## config.mk

```make
export PLATFORM = sky130hd
export DESIGN_NAME = seg7_scan_ctrl_flat
export DESIGN_NICKNAME = d
export VERILOG_FILES = /design/src/rtl/seg7_scan_ctrl_pkg.sv /design/src/rtl/seg7_scan_ctrl_if.sv /design/src/rtl/seg7_scan_timer.sv /design/src/rtl/seg7_scan_ctrl.sv /design/src/flat_wrapper.sv
export SDC_FILE = /design/constraint.sdc
export NUM_CORES = 1
export LEC_CHECK = 0
export ABC_AREA = 1
export CAP_MARGIN = 30
export CORE_MARGIN = 4
export CORE_UTILIZATION = 58
export DETAILED_ROUTE_END_ITERATION = 6
export PLACE_DENSITY = 0.85
export SYNTH_ARGS = -nofsm -noshare
export SYNTH_HDL_FRONTEND = slang
export SYNTH_SLANG_ARGS = --single-unit
```

## constraint.sdc

```tcl
create_clock -name clk -period 6 [get_ports clk]
set_input_delay 1.8 -clock clk [delete_from_list [all_inputs] [get_ports clk]]
set_output_delay 1.8 -clock clk [all_outputs]
set_load 0.01 [all_outputs]
```

## src/rtl/seg7_scan_ctrl_pkg.sv

```systemverilog
// Shared definitions for the 7-segment scan controller.
//   nibble_t   : one hex/BCD digit as presented to the shared decoder
//   SEG_BLANK  : all segments off (active-low pins)
//   DP_OFF     : decimal point off (active-low pin)
//   width_of() : counter width for a given limit, never narrower than 1 bit
package seg7_scan_ctrl_pkg;

    typedef logic [3:0] nibble_t;

    localparam logic [6:0] SEG_BLANK = 7'h7F;
    localparam logic       DP_OFF    = 1'b1;

    function automatic int width_of(input int n);
        return (n <= 2) ? 1 : $clog2(n);
    endfunction

endpackage

```

## src/rtl/seg7_scan_ctrl_if.sv

```systemverilog
// Display-side bundle of the scan controller.
//   digits/dp_in/blink_mask/lz_blank_en : what the timekeeping logic wants shown
//   seg_code -> external seg7dec -> dec_in : shared decoder loop
//   seg_out/dp_out/an_out              : display pins, all active-low
//   frame_tick                         : one-cycle pulse on the last cycle of a frame
// master = scan controller, slave = its surroundings (counters, decoder, pins).
interface seg7_scan_ctrl_if #(
    parameter int NDIG = 6
);
    logic [4*NDIG-1:0] digits;
    logic [NDIG-1:0]   dp_in;
    logic [NDIG-1:0]   blink_mask;
    logic              lz_blank_en;
    logic [3:0]        seg_code;
    logic [6:0]        dec_in;
    logic [6:0]        seg_out;
    logic              dp_out;
    logic [NDIG-1:0]   an_out;
    logic              frame_tick;

    modport master (
        input  digits, dp_in, blink_mask, lz_blank_en, dec_in,
        output seg_code, seg_out, dp_out, an_out, frame_tick
    );

    modport slave (
        output digits, dp_in, blink_mask, lz_blank_en, dec_in,
        input  seg_code, seg_out, dp_out, an_out, frame_tick
    );

endinterface

```

## src/rtl/seg7_scan_timer.sv

```systemverilog
// Slot/frame timebase for the scan controller.
//   clk, rst_n  : system clock, async active-low reset
//   idx         : digit currently being scanned (0 = rightmost)
//   slot_start  : cnt == 0
//   seg_latch   : cnt == BLANK_CYC-1 (decoder output is settled here)
//   on_start    : cnt == BLANK_CYC (first cycle an anode may be driven)
//   frame_end   : last cycle of the last digit slot
//   blink_wrap  : frame_end of the last frame in a blink half-period
// All strobes are decoded from the current counter value, so they are
// valid during the cycle whose edge they act on.
module seg7_scan_timer
    import seg7_scan_ctrl_pkg::*;
#(
    parameter int NDIG         = 6,
    parameter int SCAN_DIV     = 50000,
    parameter int BLANK_CYC    = 500,
    parameter int BLINK_FRAMES = 64,
    parameter int IDX_W        = 3
) (
    input  logic             clk,
    input  logic             rst_n,
    output logic [IDX_W-1:0] idx,
    output logic             slot_start,
    output logic             seg_latch,
    output logic             on_start,
    output logic             frame_end,
    output logic             blink_wrap
);

    localparam int CNT_W = width_of(SCAN_DIV);
    localparam int FRM_W = width_of(BLINK_FRAMES);

    logic [CNT_W-1:0] cnt;
    logic [FRM_W-1:0] frame_cnt;
    logic             slot_end;

    assign slot_start = (cnt == '0);
    assign seg_latch  = (cnt == CNT_W'(BLANK_CYC - 1));
    assign on_start   = (cnt == CNT_W'(BLANK_CYC));
    assign slot_end   = (cnt == CNT_W'(SCAN_DIV - 1));
    assign frame_end  = slot_end && (idx == IDX_W'(NDIG - 1));
    assign blink_wrap = frame_end && (frame_cnt == FRM_W'(BLINK_FRAMES - 1));

    always_ff @(posedge clk or negedge rst_n) begin
        if (!rst_n) begin
            cnt       <= '0;
            idx       <= '0;
            frame_cnt <= '0;
        end else begin
            if (slot_end) begin
                cnt <= '0;
                idx <= frame_end ? '0 : idx + IDX_W'(1);
            end else begin
                cnt <= cnt + CNT_W'(1);
            end
            if (frame_end) begin
                frame_cnt <= blink_wrap ? '0 : frame_cnt + FRM_W'(1);
            end
        end
    end

endmodule

```

## src/rtl/seg7_scan_ctrl.sv

```systemverilog
// Time-multiplexed scan controller for an NDIG-digit common-anode display.
//   clk, rst_n : system clock, async active-low reset
//   bus        : seg7_scan_ctrl_if.master (digit inputs, shared decoder loop,
//                active-low segment/dp/anode pins, frame_tick)
// Each slot is SCAN_DIV cycles: BLANK_CYC dead cycles with every anode off,
// then the selected anode on (unless the digit is blanked or blinked off).
// The inputs are snapshotted once per frame so a frame is always coherent.
//
// state    | meaning
// ---------+---------------------------------------------------
// ST_BLANK | dead time, all anodes off, decoder settling
// ST_ON    | anode of digit idx driven low if the digit is lit
module seg7_scan_ctrl
    import seg7_scan_ctrl_pkg::*;
#(
    parameter int NDIG         = 6,
    parameter int SCAN_DIV     = 50000,
    parameter int BLANK_CYC    = 500,
    parameter int BLINK_FRAMES = 64
) (
    input logic              clk,
    input logic              rst_n,
    seg7_scan_ctrl_if.master bus
);

    localparam int IDX_W = width_of(NDIG);

    localparam logic [0:0] ST_BLANK = 1'b0;
    localparam logic [0:0] ST_ON    = 1'b1;

    logic [IDX_W-1:0] idx;
    logic             slot_start;
    logic             seg_latch;
    logic             on_start;
    logic             frame_end;
    logic             blink_wrap;
    logic             frame_start;

    logic [0:0]       state;
    logic [0:0]       state_nxt;

    nibble_t          snap [NDIG];
    logic [NDIG-1:0]  dp_snap;
    logic [NDIG-1:0]  blink_snap;
    logic             lz_en_snap;
    logic             blink_phase;

    logic [NDIG-1:0]  lit;
    logic [NDIG-1:0]  an_nxt;

    logic [3:0]       seg_code_q;
    logic [6:0]       seg_out_q;
    logic             dp_out_q;
    logic [NDIG-1:0]  an_out_q;
    logic             frame_tick_q;

    seg7_scan_timer #(
        .NDIG         (NDIG),
        .SCAN_DIV     (SCAN_DIV),
        .BLANK_CYC    (BLANK_CYC),
        .BLINK_FRAMES (BLINK_FRAMES),
        .IDX_W        (IDX_W)
    ) u_timer (
        .clk        (clk),
        .rst_n      (rst_n),
        .idx        (idx),
        .slot_start (slot_start),
        .seg_latch  (seg_latch),
        .on_start   (on_start),
        .frame_end  (frame_end),
        .blink_wrap (blink_wrap)
    );

    assign frame_start = slot_start && (idx == '0);

    always_comb begin
        state_nxt = state;
        if (slot_start) begin
            state_nxt = ST_BLANK;
        end else if (on_start) begin
            state_nxt = ST_ON;
        end
    end

    // Walk from the most significant digit down: a digit is a leading zero
    // while it and everything above it are zero. Digit 0 always shows.
    always_comb begin
        logic run_zero;
        run_zero = 1'b1;
        lit      = '0;
        for (int i = NDIG - 1; i >= 0; i--) begin
            run_zero = run_zero && (snap[i] == 4'h0);
            lit[i]   = !(lz_en_snap && (i != 0) && run_zero) &&
                       !(blink_snap[i] && blink_phase);
        end
    end

    always_comb begin
        an_nxt = '1;
        if (state_nxt == ST_ON && lit[idx]) begin
            an_nxt[idx] = 1'b0;
        end
    end

    always_ff @(posedge clk or negedge rst_n) begin
        if (!rst_n) begin
            state        <= ST_BLANK;
            for (int i = 0; i < NDIG; i++) begin
                snap[i] <= '0;
            end
            dp_snap      <= '0;
            blink_snap   <= '0;
            lz_en_snap   <= 1'b0;
            blink_phase  <= 1'b0;
            seg_code_q   <= '0;
            seg_out_q    <= SEG_BLANK;
            dp_out_q     <= DP_OFF;
            an_out_q     <= '1;
            frame_tick_q <= 1'b0;
        end else begin
            state <= state_nxt;
            if (frame_start) begin
                for (int i = 0; i < NDIG; i++) begin
                    snap[i] <= bus.digits[4*i +: 4];
                end
                dp_snap    <= bus.dp_in;
                blink_snap <= bus.blink_mask;
                lz_en_snap <= bus.lz_blank_en;
            end
            // Digit 0 is fetched on the same edge as the snapshot, so take
            // it straight from the input rather than the stale snapshot.
            if (slot_start) begin
                seg_code_q <= frame_start ? bus.digits[3:0] : snap[idx];
            end
            if (seg_latch) begin
                seg_out_q <= bus.dec_in;
                dp_out_q  <= ~dp_snap[idx];
            end
            an_out_q     <= an_nxt;
            frame_tick_q <= frame_end;
            if (blink_wrap) begin
                blink_phase <= ~blink_phase;
            end
        end
    end

    assign bus.seg_code   = seg_code_q;
    assign bus.seg_out    = seg_out_q;
    assign bus.dp_out     = dp_out_q;
    assign bus.an_out     = an_out_q;
    assign bus.frame_tick = frame_tick_q;

endmodule
```

## src/flat_wrapper.sv

```systemverilog
// flat-port wrapper written by rule: the top's interface ports become plain ports
module seg7_scan_ctrl_flat import seg7_scan_ctrl_pkg::*;
#(
    parameter int NDIG         = 6,
    parameter int SCAN_DIV     = 50000,
    parameter int BLANK_CYC    = 500,
    parameter int BLINK_FRAMES = 64
)
  (clk, rst_n, bus_digits, bus_dp_in, bus_blink_mask, bus_lz_blank_en, bus_dec_in, bus_seg_code, bus_seg_out, bus_dp_out, bus_an_out, bus_frame_tick);
  seg7_scan_ctrl_if #(.NDIG(NDIG)) bus_i ();
  input logic clk;
  input logic rst_n;
  input wire logic [$bits(bus_i.digits)-1:0] bus_digits;
  input wire logic [$bits(bus_i.dp_in)-1:0] bus_dp_in;
  input wire logic [$bits(bus_i.blink_mask)-1:0] bus_blink_mask;
  input wire logic [$bits(bus_i.lz_blank_en)-1:0] bus_lz_blank_en;
  input wire logic [$bits(bus_i.dec_in)-1:0] bus_dec_in;
  output wire logic [$bits(bus_i.seg_code)-1:0] bus_seg_code;
  output wire logic [$bits(bus_i.seg_out)-1:0] bus_seg_out;
  output wire logic [$bits(bus_i.dp_out)-1:0] bus_dp_out;
  output wire logic [$bits(bus_i.an_out)-1:0] bus_an_out;
  output wire logic [$bits(bus_i.frame_tick)-1:0] bus_frame_tick;
  assign bus_i.digits = bus_digits;
  assign bus_i.dp_in = bus_dp_in;
  assign bus_i.blink_mask = bus_blink_mask;
  assign bus_i.lz_blank_en = bus_lz_blank_en;
  assign bus_i.dec_in = bus_dec_in;
  assign bus_seg_code = bus_i.seg_code;
  assign bus_seg_out = bus_i.seg_out;
  assign bus_dp_out = bus_i.dp_out;
  assign bus_an_out = bus_i.an_out;
  assign bus_frame_tick = bus_i.frame_tick;
  seg7_scan_ctrl #(.NDIG(NDIG), .SCAN_DIV(SCAN_DIV), .BLANK_CYC(BLANK_CYC), .BLINK_FRAMES(BLINK_FRAMES)) u_core (.clk(clk), .rst_n(rst_n), .bus(bus_i));
endmodule
```

==> impl_metrics.ini, run 1 <==
[run_status]
outcome = finished, final reports clean

[route]
ant_nets = 0
firstDrtPassIters = 6
vias = 3702
vias_per_cell = 5.27
drtIter0Drc = 220
routedWlPerCell_um = 13.9
drc = 0
drt_wl_total_um = 9750

[power_and_ir_drop]
irDropWorstVdd_mv = 0.143
p_sw_mw = 0.242
p_seq_share_pct = 54.5
combPwrFrac_pct = 6.1
p_sw_share_pct = 22.5
powerDensity_mw_per_mm2 = 210
power.internal_mw = 0.831
pwr-share-clk_pct = 39.4
p_leak_nw = 2.48

[finish]
drive_above_1_share_pct = 7.26
antenna-diode-count = 0
nets = 653
area_delta_synth_final_pct = 20.7

[floorplanning]
dieArea_mm2 = 0.00873
core.rowCount = 30
die_h_um = 93.4
die_x_um = 93.4
coreArea_mm2 = 0.00694
ios = 65
floorplan.initialDensity_pct = 61.0

[clocking]
hold_buffers = 0
h-tree-depth = 3
post_cts_buffers = 0
worstSkewPairLatency_ns = 0.36
cts_tree = yes
cts_inserted_buffers = 9
cts.repair.resized = 0
cts.sinks = 83
clk_pin_slew_ns = 0.08
cts_root_buf = clkbuf_8
clockBufferDepth = 2

[min_path]
hp-start = u_core.bus.seg_out[3]
hp-class = reg -> reg

[critical_path]
crit_fanout = 2
path_cells = clkdlybuf4s50_1
cp_data_arrival_time_ns = 1.45
worst_ep_required_time_ns = 4.20
reg2reg_slack_ns = 3.12
critPathMaxStageDelay_ns = 0.55
cp.buffers_inverters = 1
slowest_stage = clkdlybuf4s50_1
endpoint_kind = output pin
r2r_start = u_core.u_timer.idx[0]
cp-start-kind = flop
crit_type = reg -> out
critical_path.startpoint = u_core.bus.seg_out[0]
crit_family = buffers and inverters

[global_route]
grt_max_degree = 53
grt_pass1_vias = 3524
antenna_found_initial = 0
overflow = 0
grt_usage_pct = 23.9
grt_pass1_wl_um = 16300

[timing]
hold_viol = 0
period_share_pct = 54.1
setup_viol = 0
maxSlewViolCount = 0
rsz0062_at_grt = no
holdWs_ns = 0.476
max_freq_mhz = 308
slew_headroom_pct = 43.8
fin_setup_tns_ns = 0
clock_skew_ns = 0.00964
tightest_slew_ns = 0.841
period_minus_slack_ns = 3.25

[flow_run]
maxCapViolCount = 0

[yosys]
synth-seq-area-share_pct = 49.5
synth_fp_nets = 597
netlist_area_mm2 = 0.00423
avgSynthCellArea_um2 = 7.77
ys_types = 33
synthCells = 545
yosysWarnings = 0
ys_ff_latch = 83

[placed_design]
gp_congestion = 0.958
io_buffers = 64
place_hpwl_um = 7260
==> cells in the final DEF (no fill, tap or decap), types with 2 or more instances in the layout <==
cell / n
a21oi_1: 12
buf_4: 2
clkbuf_8: 9
clkdlybuf4s50_1: 63
dfrtp_1: 69
dfstp_2: 14
ha_1: 6
inv_1: 48
nand2_1: 179
nand3_1: 59
nand3b_1: 4
nand4_1: 7
nor2_1: 63
nor2_2: 4
nor2_4: 3
nor3_1: 5
o211ai_1: 4
o21ai_0: 23
o21ai_1: 3
xor2_1: 9
==> path summary, 6_finish.rpt <==
path | to | depth (start not counted)
setup / recovery | bus_seg_out[0] | 1
max in group asynchronous | u_core.bus.seg_out[0] | 2
min in group asynchronous | u_core.u_timer.cnt[6] | 1
hold reg to reg | u_core.bus.seg_out[3] | 2
setup reg to reg | u_core.bus.seg_code[1] | 9
hold / removal | u_core.bus.seg_out[3] | 2
==> logic make-up (layout without fill, tap and decap cells) <==
kind of cell / Yosys count / after routing / synth area share, %
AOI/OAI and AO/OA: 45 / 45 / 5.79
DFF: 83 / 83 / 49.5
adders and majority gates: 6 / 6 / 1.77
and+or+nand+nor: 330 / 330 / 33.4
buffers and inverters: 71 / 132 / 7.51
xor gates and xnor gates: 10 / 10 / 2.07
==> sequential cells by signal, summed over array words and instances, names as in the netlist <==
name	count
u_core.bus.dp_out	1
u_core.dp_snap	6
u_core.bus.seg_code	4
u_core.u_timer.cnt	16
u_core.lz_en_snap	1
u_core.snap	24
u_core.u_timer.idx	3
u_core.bus.frame_tick	1
u_core.state	1
u_core.blink_phase	1
u_core.blink_snap	6
u_core.u_timer.frame_cnt	6
u_core.bus.seg_out	7
u_core.bus.an_out	6
==> cell type report <==
| class | count | area (µm²) |
|---|---|---|
| fill | 550 | 1840 |
| multi-input combinational | 391 | 1820 |
| timing repair buffer | 66 | 673 |
| inverter | 50 | 188 |
| clock inverter | 5 | 60.1 |
| clock buffer | 11 | 153 |
| tap | 96 | 120 |
| sequential | 83 | 2090 |
==> power groups by stage <==
stage	clock [mW]	sequential, mW	combinational [mW]
after floorplan	0	0.592	0.0170
after global placement	0	0.594	0.0628
after detailed placement	0	0.594	0.0670
after CTS	0.428	0.584	0.0670
after global routing	0.452	0.585	0.0742
final	0.423	0.584	0.0659
==> cell usage after synthesis <==
master | n | area share [%]
nor2_2 | 4 | 0.59
nand3_1 | 59 | 7.0
nand3_2 | 1 | 0.24
clkbuf_1 | 7 | 0.62
inv_1 | 48 | 4.3
a41oi_1 | 1 | 0.21
nor2_4 | 3 | 0.80
a21oi_1 | 12 | 1.4
a21oi_2 | 1 | 0.21
o21ai_1 | 3 | 0.35
xnor2_1 | 1 | 0.21
a211oi_1 | 1 | 0.18
dfstp_2 | 14 | 8.7
nor3b_1 | 1 | 0.18
nor2_1 | 63 | 5.6
nor4_1 | 1 | 0.15
nand4_1 | 7 | 1.0
nor3_1 | 5 | 0.59
buf_4 | 1 | 0.18
nand3b_1 | 4 | 0.71
dfrtp_1 | 69 | 41
and2_1 | 1 | 0.15
nor3_2 | 1 | 0.24
buf_6 | 5 | 1.3
clkinv_1 | 1 | 0.089
buf_2 | 8 | 0.95
nand2_4 | 1 | 0.27
nand2_1 | 179 | 16
xor2_1 | 9 | 1.9
o21ai_0 | 23 | 2.7
inv_2 | 1 | 0.089
ha_1 | 6 | 1.8
o211ai_1 | 4 | 0.71
==> per-stage QoR <==
step | cell area (µm²) | cells | total power, mW | util, % | setup WS, ns
6_report | 5110 | 702 | 1.07 | 73.6 | 2.75
5_1_grt | 5110 | 702 | 1.11 | 73.6 | 2.71
4_1_cts | 5110 | 702 | 1.08 | 73.6 | 2.73
3_5_place_dp | 4900 | 686 | 0.661 | 70.5 | 3.13
3_3_place_gp | 4870 | 685 | 0.657 | 70.1 | 3.17
2_1_floorplan | 4230 | 545 | 0.609 | - | 3.67
==> per-layer routing <==
| layer | GRT usage (%) | wire length [µm] |
|---|---|---|
| met1 | 31.2 | 4280 |
| met2 | 39.2 | 4710 |
| met5 | 0 | 0 |
| met3 | 5.07 | 581 |
| met4 | 9.16 | 188 |
Note: power is estimated with default switching activity, not from simulation.
==> run 2, diff against run 1 <==
CORE_UTILIZATION = 54   (was 58)
PLACE_DENSITY = 0.8   (was 0.85)
clock period = 3.2 ns   (was 6 ns; I/O delays follow)
==> run 2 against run 1 <==
Effect of this change:
- clock skew barely moved
- clock power rose by 78%
- utilization fell by 6.9 points
- sequential share of layout area fell by 0.12 points
- sequential power rose by 87%
- power rose by 84%
- final cell count rose by 1.3%
- largest power group unchanged
==> impl_metrics.ini, run 2 (synthesis results as in run 1) <==
[min_path]
hp-class = reg -> reg

[route]
vias = 3712
firstDrtPassIters = 5
drc = 0
drtIter0Drc = 193
ant_nets = 0
drt_wl_total_um = 9380
vias_per_cell = 5.22
routedWlPerCell_um = 13.2

[placed_design]
gp_congestion = 0.896
dpl.cell_count = 695
place_ws_ns = 0.926
io_buffers = 64
place_hpwl_um = 7060

[clocking]
worstSkewPairLatency_ns = 0.35
cts.sinks = 83
hold_buffers = 0
cts_root_buf = clkbuf_8
h-tree-depth = 3
clk_pin_slew_ns = 0.09
cts_inserted_buffers = 9
cts_tree = yes
clockBufferDepth = 2
cts.repair.resized = 0
post_cts_buffers = 0

[timing]
hold_viol = 0
rsz0062_at_grt = no
tightest_slew_ns = 0.834
period_share_pct = 74.8
period_minus_slack_ns = 2.39
fin_setup_tns_ns = 0
max_freq_mhz = 418
maxSlewViolCount = 0
setup_viol = 0
slew_headroom_pct = 44.4
clock_skew_ns = 0.00922
fin_ws_ns = 0.808

[finish]
largest_reg_flops = 24
nets = 656
final_common_cell = nand2_1
num-fill-cells = 675
instances_no_fill = 711
antenna-diode-count = 0
drive_above_1_share_pct = 7.88
final_cell_mix = nand2_1, dfrtp_1, nor2_1, clkdlybuf4s50_1, nand3_1
area_delta_synth_final_pct = 21.0
regMostFlops = u_core.snap
fin_util_pct = 66.7

[global_route]
overflow = 0
grt_max_degree = 62
grt_usage_pct = 21.7
grt_pass1_vias = 3481
grt_pass1_wl_um = 15700
antenna_found_initial = 0

[critical_path]
cp.buffers_inverters = 1
cp_data_arrival_time_ns = 1.43
endpoint_kind = output pin
critPathMaxStageDelay_ns = 0.54
cp-start-kind = flop
worst_ep_required_time_ns = 2.24
crit_fanout = 2
crit_type = reg -> out
crit_family = flip-flops
path_cells = clkdlybuf4s50_1
slowest_stage = dfstp_2

[floorplanning]
coreArea_mm2 = 0.00769
floorplan.initialDensity_pct = 55.1
die_h_um = 96.5
die_x_um = 96.5
dieArea_mm2 = 0.00932
core.rowCount = 32
ios = 65

[power_and_ir_drop]
p_leak_nw = 2.48
powerDensity_mw_per_mm2 = 385
irDropWorstVdd_mv = 0.174
finalPower_mw = 1.97

[run_status]
outcome = finished, final reports clean

[flow_run]
maxCapViolCount = 0
## run 2: changes by cell type in the layout (fill, tap and decap cells not counted)
cell | before | now
clkbuf_16 | 1 | 0
inv_6 | 1 | 2
clkinv_2 | 1 | 2
buf_4 | 2 | 5
clkbuf_1 | 1 | 0
## run 2: stage by stage
step           cell area, µm²  hold WS [ns]
2_1_floorplan            4230         0.437
3_3_place_gp             4900         0.456
3_5_place_dp             4930         0.462
4_1_cts                  5120         0.476
5_1_grt                  5120         0.495
6_report                 5120         0.477
## run 2: routing by layer
metal / vias up / GRT usage (%) / routed length (µm)
met5: - / 0 / 0
met4: 0 / 8.06 / 142
met3: 11 / 3.02 / 481
met2: 103 / 37.1 / 4740
met1: 1753 / 28.2 / 4020
li1: 1845 / - / -
## run 2: cell type report
type                    instances  area [µm²]  share of cell area (%)
multi-input cells             391        1820                    35.5
inverters                      50         188                    3.66
flip-flops and latches         83        2090                    40.9
well taps                     102         128                    2.49
repair buffers                 69         696                    13.6
clock inverters                 7        73.8                    1.44
clock buffers                   9         124                    2.42
## run 2: final timing paths
check                                            from                      to  slack [ns]  depth (start not counted)
worst max-delay path                u_core.bus.dp_out              bus_dp_out        0.81                          1
worst min-delay path            u_core.bus.seg_out[3]   u_core.bus.seg_out[3]        0.48                          2
worst max register to register  u_core.u_timer.cnt[0]  u_core.bus.seg_code[1]        0.93                          9
worst min register to register  u_core.bus.seg_out[3]   u_core.bus.seg_out[3]        0.48                          2
max in group asynchronous                       rst_n   u_core.u_timer.cnt[0]        2.12                          2
min in group asynchronous                       rst_n  u_core.u_timer.cnt[13]        0.49                          1
## run 2: where the power goes
group | switching, mW | leakage, nW | total (mW) | internal (mW)
Clock | 0.390 | 0.100 | 0.754 | 0.365
Sequential | 0.0195 | 1.00 | 1.09 | 1.08
Combinational | 0.0512 | 1.38 | 0.122 | 0.0711
Total | 0.460 | 2.48 | 1.97 | 1.51
